[src/rtl/fetch_unit.sv]
// Instruction fetch stage: issues sequential fetches over a req/gnt/rvalid bus and
// buffers the returned words in order for the IF/ID register, honouring stall and redirect.
module fetch_unit #(
    parameter logic [31:0] RESET_PC        = 32'h0100_0000,
    parameter int          FIFO_DEPTH      = 4,
    parameter int          MAX_OUTSTANDING = 2
) (
    input  logic        clock,
    input  logic        reset_n,
    output logic        imem_req,
    output logic [31:0] imem_addr,
    input  logic        imem_gnt,
    input  logic        imem_rvalid,
    input  logic [31:0] imem_rdata,
    input  logic        branch,
    input  logic [31:0] branch_target,
    input  logic        stall,
    output logic        valid_out,
    output logic [31:0] pc_out,
    output logic [31:0] instruction_out
);

    localparam int BA = (FIFO_DEPTH > 1) ? $clog2(FIFO_DEPTH) : 1;
    localparam int BW = $clog2(FIFO_DEPTH + 1);
    localparam int IW = $clog2(MAX_OUTSTANDING + 1);
    localparam int CW = BW + 1;
    localparam int QA = (MAX_OUTSTANDING > 1) ? $clog2(MAX_OUTSTANDING) : 1;

    localparam logic [IW-1:0] MAX_INF = IW'(MAX_OUTSTANDING);
    localparam logic [IW-1:0] IONE    = IW'(1);
    localparam logic [CW-1:0] DEPTH_C = CW'(FIFO_DEPTH);
    localparam logic [BW-1:0] CONE    = BW'(1);
    localparam logic [BA-1:0] BONE    = BA'(1);
    localparam logic [QA-1:0] QLAST   = QA'(MAX_OUTSTANDING - 1);
    localparam logic [QA-1:0] QONE    = QA'(1);

    logic [31:0]   pc_r;
    logic [IW-1:0] inflight_r;
    logic [IW-1:0] drop_cnt_r;

    logic [31:0]   pcq_mem_r [MAX_OUTSTANDING];
    logic [QA-1:0] pcq_wr_r;
    logic [QA-1:0] pcq_rd_r;

    logic [31:0]   buf_pc_r  [FIFO_DEPTH];
    logic [31:0]   buf_ins_r [FIFO_DEPTH];
    logic [BA-1:0] buf_wr_r;
    logic [BA-1:0] buf_rd_r;
    logic [BW-1:0] count_r;

    logic          valid_r;
    logic [31:0]   pc_out_r;
    logic [31:0]   ins_out_r;

    logic [CW-1:0] credits_s;
    logic          req_s;
    logic          grant_s;
    logic          resp_s;
    logic          push_s;
    logic          pop_s;
    logic [31:0]   resp_pc_s;
    logic [BW-1:0] remain_s;
    logic [BW-1:0] count_nxt_s;
    logic [BA-1:0] rd_nxt_s;
    logic          valid_nxt_s;
    logic [31:0]   head_pc_nxt_s;
    logic [31:0]   head_ins_nxt_s;

    function automatic logic [QA-1:0] q_inc(input logic [QA-1:0] ptr);
        q_inc = (ptr == QLAST) ? {QA{1'b0}} : ptr + QONE;
    endfunction

    // Request/credit decode and response classification.
    always_comb begin
        credits_s = {{(CW-IW){1'b0}}, inflight_r} + {{(CW-BW){1'b0}}, count_r};
        req_s     = reset_n & ~branch & (inflight_r < MAX_INF) & (credits_s < DEPTH_C);
        grant_s   = req_s & imem_gnt;
        resp_s    = imem_rvalid & (inflight_r != {IW{1'b0}});
        resp_pc_s = pcq_mem_r[pcq_rd_r];
        // Responses owed to a flushed path, or arriving with the redirect, never enter the buffer.
        push_s    = resp_s & ~branch & (drop_cnt_r == {IW{1'b0}});
        pop_s     = valid_r & ~stall & ~branch;
    end

    // Next buffer occupancy and next head value, so the outputs can be registered.
    always_comb begin
        remain_s       = count_r;
        count_nxt_s    = count_r;
        rd_nxt_s       = buf_rd_r;
        valid_nxt_s    = valid_r;
        head_pc_nxt_s  = pc_out_r;
        head_ins_nxt_s = ins_out_r;
        if (branch) begin
            count_nxt_s = {BW{1'b0}};
            rd_nxt_s    = {BA{1'b0}};
            valid_nxt_s = 1'b0;
        end else begin
            if (pop_s) begin
                remain_s = count_r - CONE;
                rd_nxt_s = buf_rd_r + BONE;
            end else begin
                remain_s = count_r;
                rd_nxt_s = buf_rd_r;
            end
            count_nxt_s = push_s ? (remain_s + CONE) : remain_s;
            // An empty buffer lets the incoming word become the head directly.
            if (remain_s != {BW{1'b0}}) begin
                valid_nxt_s    = 1'b1;
                head_pc_nxt_s  = buf_pc_r[rd_nxt_s];
                head_ins_nxt_s = buf_ins_r[rd_nxt_s];
            end else if (push_s) begin
                valid_nxt_s    = 1'b1;
                head_pc_nxt_s  = resp_pc_s;
                head_ins_nxt_s = imem_rdata;
            end else begin
                valid_nxt_s    = 1'b0;
            end
        end
    end

    // Fetch PC, in-flight counter and count of responses still to discard.
    always_ff @(posedge clock or negedge reset_n) begin
        if (!reset_n) begin
            pc_r       <= RESET_PC;
            inflight_r <= {IW{1'b0}};
            drop_cnt_r <= {IW{1'b0}};
        end else begin
            if (branch) begin
                pc_r <= branch_target & 32'hFFFF_FFFC;
            end else if (grant_s) begin
                pc_r <= pc_r + 32'd4;
            end else begin
                pc_r <= pc_r;
            end
            case ({grant_s, resp_s})
                2'b10:   inflight_r <= inflight_r + IONE;
                2'b01:   inflight_r <= inflight_r - IONE;
                default: inflight_r <= inflight_r;
            endcase
            if (branch) begin
                drop_cnt_r <= inflight_r - (resp_s ? IONE : {IW{1'b0}});
            end else if (resp_s && (drop_cnt_r != {IW{1'b0}})) begin
                drop_cnt_r <= drop_cnt_r - IONE;
            end else begin
                drop_cnt_r <= drop_cnt_r;
            end
        end
    end

    // PC tags of granted requests, consumed in order as responses return.
    always_ff @(posedge clock or negedge reset_n) begin
        if (!reset_n) begin
            pcq_wr_r <= {QA{1'b0}};
            pcq_rd_r <= {QA{1'b0}};
            for (int i = 0; i < MAX_OUTSTANDING; i++) begin
                pcq_mem_r[i] <= 32'h0000_0000;
            end
        end else begin
            if (grant_s) begin
                pcq_mem_r[pcq_wr_r] <= pc_r;
                pcq_wr_r            <= q_inc(pcq_wr_r);
            end
            if (resp_s) begin
                pcq_rd_r <= q_inc(pcq_rd_r);
            end
        end
    end

    // Instruction buffer storage and pointers.
    always_ff @(posedge clock or negedge reset_n) begin
        if (!reset_n) begin
            buf_wr_r <= {BA{1'b0}};
            buf_rd_r <= {BA{1'b0}};
            count_r  <= {BW{1'b0}};
            for (int i = 0; i < FIFO_DEPTH; i++) begin
                buf_pc_r[i]  <= 32'h0000_0000;
                buf_ins_r[i] <= 32'h0000_0000;
            end
        end else begin
            if (branch) begin
                buf_wr_r <= {BA{1'b0}};
            end else if (push_s) begin
                buf_pc_r[buf_wr_r]  <= resp_pc_s;
                buf_ins_r[buf_wr_r] <= imem_rdata;
                buf_wr_r            <= buf_wr_r + BONE;
            end
            buf_rd_r <= rd_nxt_s;
            count_r  <= count_nxt_s;
        end
    end

    // Head register driving the IF/ID outputs.
    always_ff @(posedge clock or negedge reset_n) begin
        if (!reset_n) begin
            valid_r   <= 1'b0;
            pc_out_r  <= 32'h0000_0000;
            ins_out_r <= 32'h0000_0000;
        end else begin
            valid_r   <= valid_nxt_s;
            pc_out_r  <= head_pc_nxt_s;
            ins_out_r <= head_ins_nxt_s;
        end
    end

    assign imem_req        = req_s;
    assign imem_addr       = pc_r;
    assign valid_out       = valid_r;
    assign pc_out          = pc_out_r;
    assign instruction_out = ins_out_r;

endmodule

[config.mk]
export PLATFORM = sky130hd
export DESIGN_NAME = fetch_unit
export DESIGN_NICKNAME = d
export VERILOG_FILES = /design/src/rtl/fetch_unit.sv
export SDC_FILE = /design/constraint.sdc
export NUM_CORES = 1
export LEC_CHECK = 0
export BUFFER_PORTS_ARGS = -buffer_cell sky130_fd_sc_hd__buf_2
export CAP_MARGIN = 20
export CORE_MARGIN = 2
export CORE_UTILIZATION = 55
export CTS_CLUSTER_SIZE = 25
export DETAILED_ROUTE_END_ITERATION = 7
export PLACE_DENSITY = 0.75
export SYNTH_ARGS = -nofsm -noshare
export SYNTH_HDL_FRONTEND = slang
export SYNTH_SLANG_ARGS = --single-unit
export TNS_END_PERCENT = 50
[constraint.sdc]
create_clock -name clock -period 6 [get_ports clock]
set_input_delay 1.2 -clock clock [delete_from_list [all_inputs] [get_ports clock]]
set_output_delay 1.2 -clock clock [all_outputs]
set_load 0.01 [all_outputs]
==> results of run 1 <==
-- state kept, by name, indices dropped and copies added (netlist names), 3 cells and up --
register and flops:
buf_pc_r 120, instruction_out 32, pc_out 30, buf_ins_r 128, pcq_mem_r 60, imem_addr 30
count_r 3
-- critical path, delay by kind of cell --
| family | cells | cell delay, ps |
|---|---|---|
| compound gates | 3 | 650 |
| fa+ha+maj | 1 | 340 |
| mux | 1 | 120 |
| buf+inv | 3 | 880 |
| simple gates | 3 | 890 |
-- kinds of logic (layout without fill, tap and decap cells) --
kind of cell | Yosys count | count (layout) | share of synthesized area
AO/OA/AOI/OAI | 306 | 306 | 0.110
AND/OR/NAND/NOR | 464 | 464 | 0.108
flip-flops | 414 | 414 | 0.562
buffers and inverters | 139 | 281 | 0.0335
other | 1 | 5 | 0.000203
XOR/XNOR | 23 | 23 | 0.0121
adder cells (fa/ha/maj) | 12 | 12 | 0.00814
multiplexers | 282 | 282 | 0.166
-- power by group through the flow --
stage	registers (mW)	logic, mW	clock network [mW]
floorplan	4.13	1.83	0
global placement	4.11	2.69	0
detailed placement	4.17	2.77	0
CTS	4.12	2.79	2.53
global route	4.23	3.08	2.66
finish	4.12	2.77	2.49
-- synth_stat cells (3+ instances only) --
cell / instances / area, sq um
xnor2_1: 13 / 114
buf_1: 15 / 56.3
buf_2: 56 / 280
o22ai_1: 35 / 219
nand2_1: 162 / 608
nor2b_1: 7 / 43.8
o211ai_1: 8 / 60.1
o21ai_0: 28 / 140
a32o_1: 59 / 591
ha_1: 12 / 150
and3_1: 7 / 43.8
or3_1: 3 / 18.8
and2_0: 3 / 18.8
clkbuf_1: 42 / 158
a221oi_1: 3 / 26.3
nand3b_1: 3 / 22.5
nor2_1: 202 / 758
inv_1: 18 / 67.6
nand2b_1: 4 / 25.0
xor2_1: 7 / 61.3
and2_1: 6 / 37.5
nor3_1: 3 / 15.0
a311o_1: 3 / 30.0
nand4_1: 21 / 131
a211oi_1: 27 / 203
nand3_1: 33 / 165
a31oi_1: 5 / 31.3
buf_4: 7 / 52.6
dfrtp_1: 413 / 10300
mux2i_1: 94 / 941
mux2_2: 188 / 2120
o311ai_0: 3 / 26.3
a21oi_1: 127 / 636
-- area by class of cell --
cell class | count | area, sq um | area share
sequential | 414 | 10400 | 0.497
multi-input combinational | 1091 | 7530 | 0.361
timing repair buffer | 186 | 1020 | 0.0487
antenna | 1 | 2.50 | 0.000120
clock buffer | 66 | 1240 | 0.0595
inverter | 19 | 71.3 | 0.00342
clock inverter | 10 | 78.8 | 0.00378
tap | 448 | 561 | 0.0269
-- path summary, 6_finish.rpt --
check,start,endpoint,slack (ps)
min in group asynchronous,reset_n,instruction_out[10]$_DFFE_PN0P_,690
worst max register to register,valid_out$_DFF_PN0_,pc_out[28]$_DFFE_PN0P_,2630
max in group asynchronous,reset_n,buf_pc_r[104]$_DFFE_PN0P_,3260
worst min register to register,pcq_mem_r[23]$_DFFE_PN0P_,pcq_mem_r[23]$_DFFE_PN0P_,480
worst max-delay path,branch,pc_out[28]$_DFFE_PN0P_,2240
worst min-delay path,pcq_mem_r[23]$_DFFE_PN0P_,pcq_mem_r[23]$_DFFE_PN0P_,480
-- metal layers --
metal,vias to the layer above,GRT usage,share of wire
li1,6055,-,-
met1,6650,0.339,0.44
met2,418,0.400,0.48
met3,54,0.0415,0.060
met4,0,0.0623,0.018
met5,-,0,0
-- through the flow --
step                      hold slack (ps)  cell area [sq um]
after floorplan                       450              18400
after global placement                461              19500
after detailed placement              474              19500
after CTS                             487              20900
after global routing                  514              20900
final                                 481              20900
==> metrics.md, run 1 <==
| Metric | Value |
|---|---|
| Worst-path clk slew | ~60 ps |
| Crit path launch type | input pin |
| Die height | 187 um |
| Relative slew slack | 0.303 |
| Syn avg cell area | 11.2 sq um |
| Rows | 67 |
| Final setup vio count | 0 |
| Post-CTS setup buffers | 0 |
| CP required | 6370 ps |
| RSZ-0062 raised after global routing | no |
| Commonest non-fill, non-tap cells in the layout | dfrtp_1 (413), nor2_1 (201), mux2_2 (188) |
| Overflow after GRT | 0 |
| Antenna Violating Nets Remaining | 0 |
| WP data arrival | 4120 ps |
| Antenna violations before repair | 0 |
| Ys flop type | dfrtp_1 |
| Critical Path Fanout Max | slightly below 60 |
| Worst-Skew Late Latency | ~550 ps |
| Post-synth cell types | 53 |
| Overall Power | 9.39 mW |
| First DRT Iteration DRCs | 787 |
| GRT Total Usage | 0.244 |
| Fin crit period | 3760 ps |
| Net Sw Frac | 0.331 |
| Sequential share of power | 0.439 |
| DIE AREA | about 35000 sq um |
| Buffers added on ports | 161 |
| Largest net degree at the start of global routing | approximately 110 |
| Fmax | roughly 270 MHz |
| Fin. max-slew vios | 0 |
| IR drop worst, VDD | 225 uV |
| CP cell instances | buf_2 -> or3b_2 -> o21ai_0 -> inv_1 -> ha_1 -> nand2b_1 -> mux2i_1 -> nor3b_2 -> buf_4 -> a32o_1 -> a211oi_1 |
| Core area | 33300 sq um |
| Non-filler cells, final | roughly 2200 |
| Mapped cell area | 18400 sq um |
| Total internal power | 6.28 mW |
| Worst slew pin tran | between 1000 and 1500 ps |
| CTS Hold Bufs | 0 |
| Vias/cell | about 5.9 |
| Root Buffer | clkbuf_16 |
| Routability Congestion | a little over 0.8 |
| Yosys Warn Count | 0 |
| Min setup slack post-route | 2240 ps |
| Synthesized flop and latch total | 414 |
| Worst R2R Path Depth | 10 |
| Starting Density | 0.554 |
| Share of cells above drive strength 1 | 0.254 |
| Max Cap Viol | 0 |
| Ports | 168 |
| Clk_skew | between 20 and 30 ps |
| DRC | 0 |
| Post-Place Cells | 2158 |
| Vias in the first global route | 13300 |
| Post-synth EDFFs | 0 |
| Comb pwr share | 0.296 |
| Routed vias | ~13000 |
| CTS buffer count | between 40 and 50 |
| Filler cells | 2653 |
| Leak pwr | 9.44 nW |
| Clock network fraction of total power | 0.265 |
| Sum Neg Setup Slack | 0 ps |
| Share of the yosys chip area belonging to registers | 0.562 |
| Critical Setup Path Class | input pin to flip-flop |
| Delay of the slowest cell on the worst path | 680 ps |
| Asr flop ratio synth | 1.00 |
| Number of gates resized after CTS | 0 |
| CTS tree | yes |
| Syn-to-layout area delta | 13.2% |
| Critical path's slowest cell | buf_4 |
| WL final | between 40000 and 50000 um |
| Core Util, Final | 0.627 |
| CTS Sinks | between 400 and 500 |
| Status | finished clean |
| DP Worst Slack | 1680 ps |
| Pre-antenna DRT Iters | 5 |
| Hold crit path type | flip-flop to flip-flop |
| PwrDens | between 400 and 500 nW/um^2 |
| Psw | 3.11 mW |
| Hold Fails Final Rpt | 0 |
| Fin crit share | 0.626 |
| CP endpoint kind | flip-flop |
| First-pass GRT wire length | 69700 um |
| Nets | roughly 1800 |
| Most common cell after layout, fill and taps aside | dfrtp_1 |
| Dpl hpwl | between 20000 and 30000 um |
| Post-Syn Instances | 1641 |
| Worst Hold Depth | 2 |
| Htree depth | 2 |
| Longest Clk Path Bufs | 3 |
| Average wire per standard cell | 18.8 um |
| Die X | roughly 190 um |
No activity file was read; power rests on OpenSTA's default activity.
==> run 2: changes to the inputs <==
- ABC_AREA: unset -> 1
- PLACE_DENSITY: 0.75 -> 0.77
- clock period: 6 -> 3.3 ns (I/O delays scaled with it)
==> metrics.md, run 2 <==
| Metric | Value |
|---|---|
| Leak pwr | 11.5 nW (was 9.44 nW) |
| Overall Power | 19.6 mW (was 9.39 mW) |
| Delay of the slowest cell on the worst path | 410 ps (was 680 ps) |
| Die X | 197 um (was 187 um) |
| Register Area | 10400 sq um (unchanged) |
| PwrDens | 852 nW/um^2 (was 450 nW/um^2) |
| WL final | 52400 um (was 42100 um) |
| Most common cell after layout, fill and taps aside | nand2_1 (was dfrtp_1) |
| Most common cell in the netlist | nand2_1 (was dfrtp_1) |
| Largest net degree at the start of global routing | 163 (was 107) |
| Asr flop ratio synth | 1.00 (unchanged) |
| DRC | 0 (unchanged) |
| Top cells by count, synth | nand2_1 (822), dfrtp_1 (413), inv_1 (365) (was dfrtp_1 (413), nor2_1 (202), mux2_2 (188)) |
| CP endpoint kind | output port (was flip-flop) |
| Psw | 7.42 mW (was 3.11 mW) |
| Dpl hpwl | 31500 um (was 25600 um) |
| Hold slack | 229 ps (was 481 ps) |
| Buffers added on ports | 161 (unchanged) |
| Cell Area, Placed | 21500 sq um (was 19500 sq um) |
| Biggest register | buf_ins_r (unchanged) |
| Critical path's slowest cell | dfrtp_1 (was buf_4) |
| WP data arrival | 1770 ps (was 4120 ps) |
| Yosys top cell by area | dfrtp_1 (unchanged) |
| Syn-to-layout area delta | 12.5% (was 13.2%) |
| CP required | 2640 ps (was 6370 ps) |
| Final instance area | 23000 sq um (was 20900 sq um) |
| Regs by FF count | buf_ins_r (128), buf_pc_r (120), pcq_mem_r (60) (unchanged) |
| Hold Fails Final Rpt | 0 (unchanged) |
| Share of the yosys chip area belonging to registers | 0.507 (was 0.562) |
| Post-synth EDFFs | 0 (unchanged) |
| Mapped cell area | 20400 sq um (was 18400 sq um) |
| Ports | 168 (unchanged) |
| DIE AREA | 38700 sq um (was 35000 sq um) |
| Critical Path Fanout Max | 3 (was 59) |
| GRT Total Usage | 0.276 (was 0.244) |
| Longest Clk Path Bufs | 3 (unchanged) |
| Yosys Warn Count | 0 (unchanged) |
| Syn avg cell area | 7.59 sq um (was 11.2 sq um) |
| Pre-antenna DRT Iters | 7 (was 5) |
| Die height | 197 um (was 187 um) |
| CTS Sinks | 414 (unchanged) |
| Max reg flops | 128 (unchanged) |
| Post-CTS setup buffers | 0 (unchanged) |
| Worst-Skew Late Latency | 570 ps (was 550 ps) |
| First-pass GRT wire length | 86400 um (was 69700 um) |
| Filler cells | 3171 (was 2653) |
| Comb pwr share | 0.358 (was 0.296) |
| Synth top area share | 0.506 (was 0.561) |
| Ys flop type | dfrtp_1 (unchanged) |
| Starting Density | 0.558 (was 0.554) |
| Sequential share of power | 0.392 (was 0.439) |
| CTS tree | yes (unchanged) |
| Core area | 36600 sq um (was 33300 sq um) |
| Max Cap Viol | 0 (unchanged) |
| Fin crit share | 0.737 |
| Antenna Violating Nets Remaining | 0 (unchanged) |
| CP dominant cell by count | nand3_1 |
| Vias in the first global route | 17100 (was 13300) |
| Fin crit period | ~2400 ps |
| Clk_skew | 21.9 ps (was 26.8 ps) |
| Share of cells above drive strength 1 | 0.104 (was 0.254) |
| Routability Congestion | 0.973 (was 0.820) |
| Total internal power | 12.2 mW (was 6.28 mW) |
| Area taken by multi-input logic gates | 7870 sq um (was 7530 sq um) |
| Worst slew pin tran | 966 ps (was 1040 ps) |
| Post-synth cell types | 30 (was 53) |
| Critical Setup Path Class | flip-flop to output port (was input pin to flip-flop) |
| Routed vias | 17900 (was 13200) |
| Fmax | 411 MHz |
| Synthesized flop and latch total | 414 (unchanged) |
| Htree depth | 2 (unchanged) |
| Worst-path clk slew | 60 ps (about the same) |
| CTS Hold Bufs | 0 (unchanged) |
| Crit path launch type | flip-flop (was input pin) |
| Commonest non-fill, non-tap cells in the layout | nand2_1 (820), dfrtp_1 (413), inv_1 (365) (was dfrtp_1 (413), nor2_1 (201), mux2_2 (188)) |
| First DRT Iteration DRCs | 1515 (was 787) |
| Final setup vio count | 0 (unchanged) |
| Nets | 2864 (was 1837) |
| Clock network fraction of total power | 0.250 (was 0.265) |
| DP Worst Slack | 370 ps (was 1680 ps) |
| Relative slew slack | 0.356 (was 0.303) |
| CTS buffer count | 45 (was 43) |
| Overflow after GRT | 0 (unchanged) |
| Vias/cell | 5.45 (was 5.90) |
| Average wire per standard cell | 16.0 um (was 18.8 um) |
| Worst R2R Path Depth | 11 (was 10) |
| Net Sw Frac | 0.379 (was 0.331) |
| Root Buffer | clkbuf_16 (unchanged) |
| Rows | 70 (was 67) |
| RSZ-0062 raised after global routing | no (unchanged) |
| IR drop worst, VDD | 861 uV (was 225 uV) |
| Status | finished clean (unchanged) |
| Sum Neg Setup Slack | 0 ps (unchanged) |
| Hold crit path type | input pin to async pin (was flip-flop to flip-flop) |
| Fin. max-slew vios | 0 (unchanged) |
| Min setup slack post-route | 869 ps (was 2240 ps) |
| Top cells by area, synth | dfrtp_1 (51%), nand2_1 (15%), nand3_1 (8.5%), inv_1 (6.7%), o21ai_1 (6.0%) (was dfrtp_1 (56%), mux2_2 (11%), mux2i_1 (5.1%), nor2_1 (4.1%), a21oi_1 (3.4%)) |
| Number of gates resized after CTS | 0 (unchanged) |
| CP cell instances | ha_1 -> nand3_1 -> nand3_1 -> nor2_2 -> buf_2 (was buf_2 -> or3b_2 -> o21ai_0 -> inv_1 -> ha_1 -> nand2b_1 -> mux2i_1 -> nor3b_2 -> buf_4 -> a32o_1 -> a211oi_1) |
| Post-Syn Instances | 2692 (was 1641) |
| Antenna violations before repair | 2 (was 0) |
==> run 2: cell types whose count changed in the layout (fill, tap and decap cells not counted), sizes merged, moves of 125 or more <==
cell	change
nand2	+667
o21ai	+358
inv	+350
nand3	+316
mux2	-185
a21oi	-125
==> run 2: cell type report <==
cell class / count / area share
Sequential cell: 414 / 0.451
Timing Repair Buffer: 199 / 0.0588
Clock inverter: 7 / 0.00169
Inverter: 369 / 0.0604
Clock buffer: 73 / 0.0606
Multi-Input combinational cell: 1753 / 0.342
Antenna cell: 1 / 0.000109
Tap cell: 468 / 0.0255
==> run 2: worst paths after layout <==
check / from / endpoint / slack (ps)
max in group asynchronous: reset_n / buf_pc_r[90]$_DFFE_PN0P_ / 1980
min in group clock: branch_target[23] / imem_addr[23]$_DFFE_PN0P_ / 300
min: reset_n / pc_out[24]$_DFFE_PN0P_ / 230
max: inflight_r[1]$_DFFE_PN0P_ / imem_req / 870
max reg2reg: count_r[0]$_DFF_PN0_ / instruction_out[2]$_DFFE_PN0P_ / 870
min reg2reg: instruction_out[27]$_DFFE_PN0P_ / instruction_out[27]$_DFFE_PN0P_ / 470
==> run 2: routing by layer <==
metal,vias to the layer above,wire [um],global-route usage
li1,8627,-,-
met1,8523,22500,0.372
met2,652,24600,0.453
met3,98,4030,0.0524
met4,2,1230,0.0894
met5,-,12,0
==> run 2: worst max-delay path, delay by kind of cell, from the launching register on <==
family	cells	cell delay [ps]
simple gates	3	330
buf+inv	1	160
fa+ha+maj	1	300
flops	1	410
==> run 2: stage by stage <==
step / std cells / util
floorplan: 2695 / -
global placement: 3202 / 0.588
detailed placement: 3202 / 0.588
CTS: 3282 / 0.627
global route: 3284 / 0.628
finish: 3284 / 0.628
==> run 2: logic make-up after synthesis <==
logic type      Yosys count  synth area share
xor+xnor                 11           0.00472
simple gates           1320             0.267
compound gates          403             0.101
mux                       3           0.00165
other cells               1          0.000184
flops                   414             0.507
buf+inv                 528             0.111
fa+ha+maj                12           0.00735
==> run 2: power by group through the flow <==
stage	clock, mW	combinational [mW]	sequential [mW]
6_report	4.89	7.02	7.68
3_3_place_gp	0	6.73	7.68
4_1_cts	4.98	7.04	7.68
2_1_floorplan	0	4.74	7.78
3_5_place_dp	0	6.97	7.74
5_1_grt	5.20	8.02	7.87
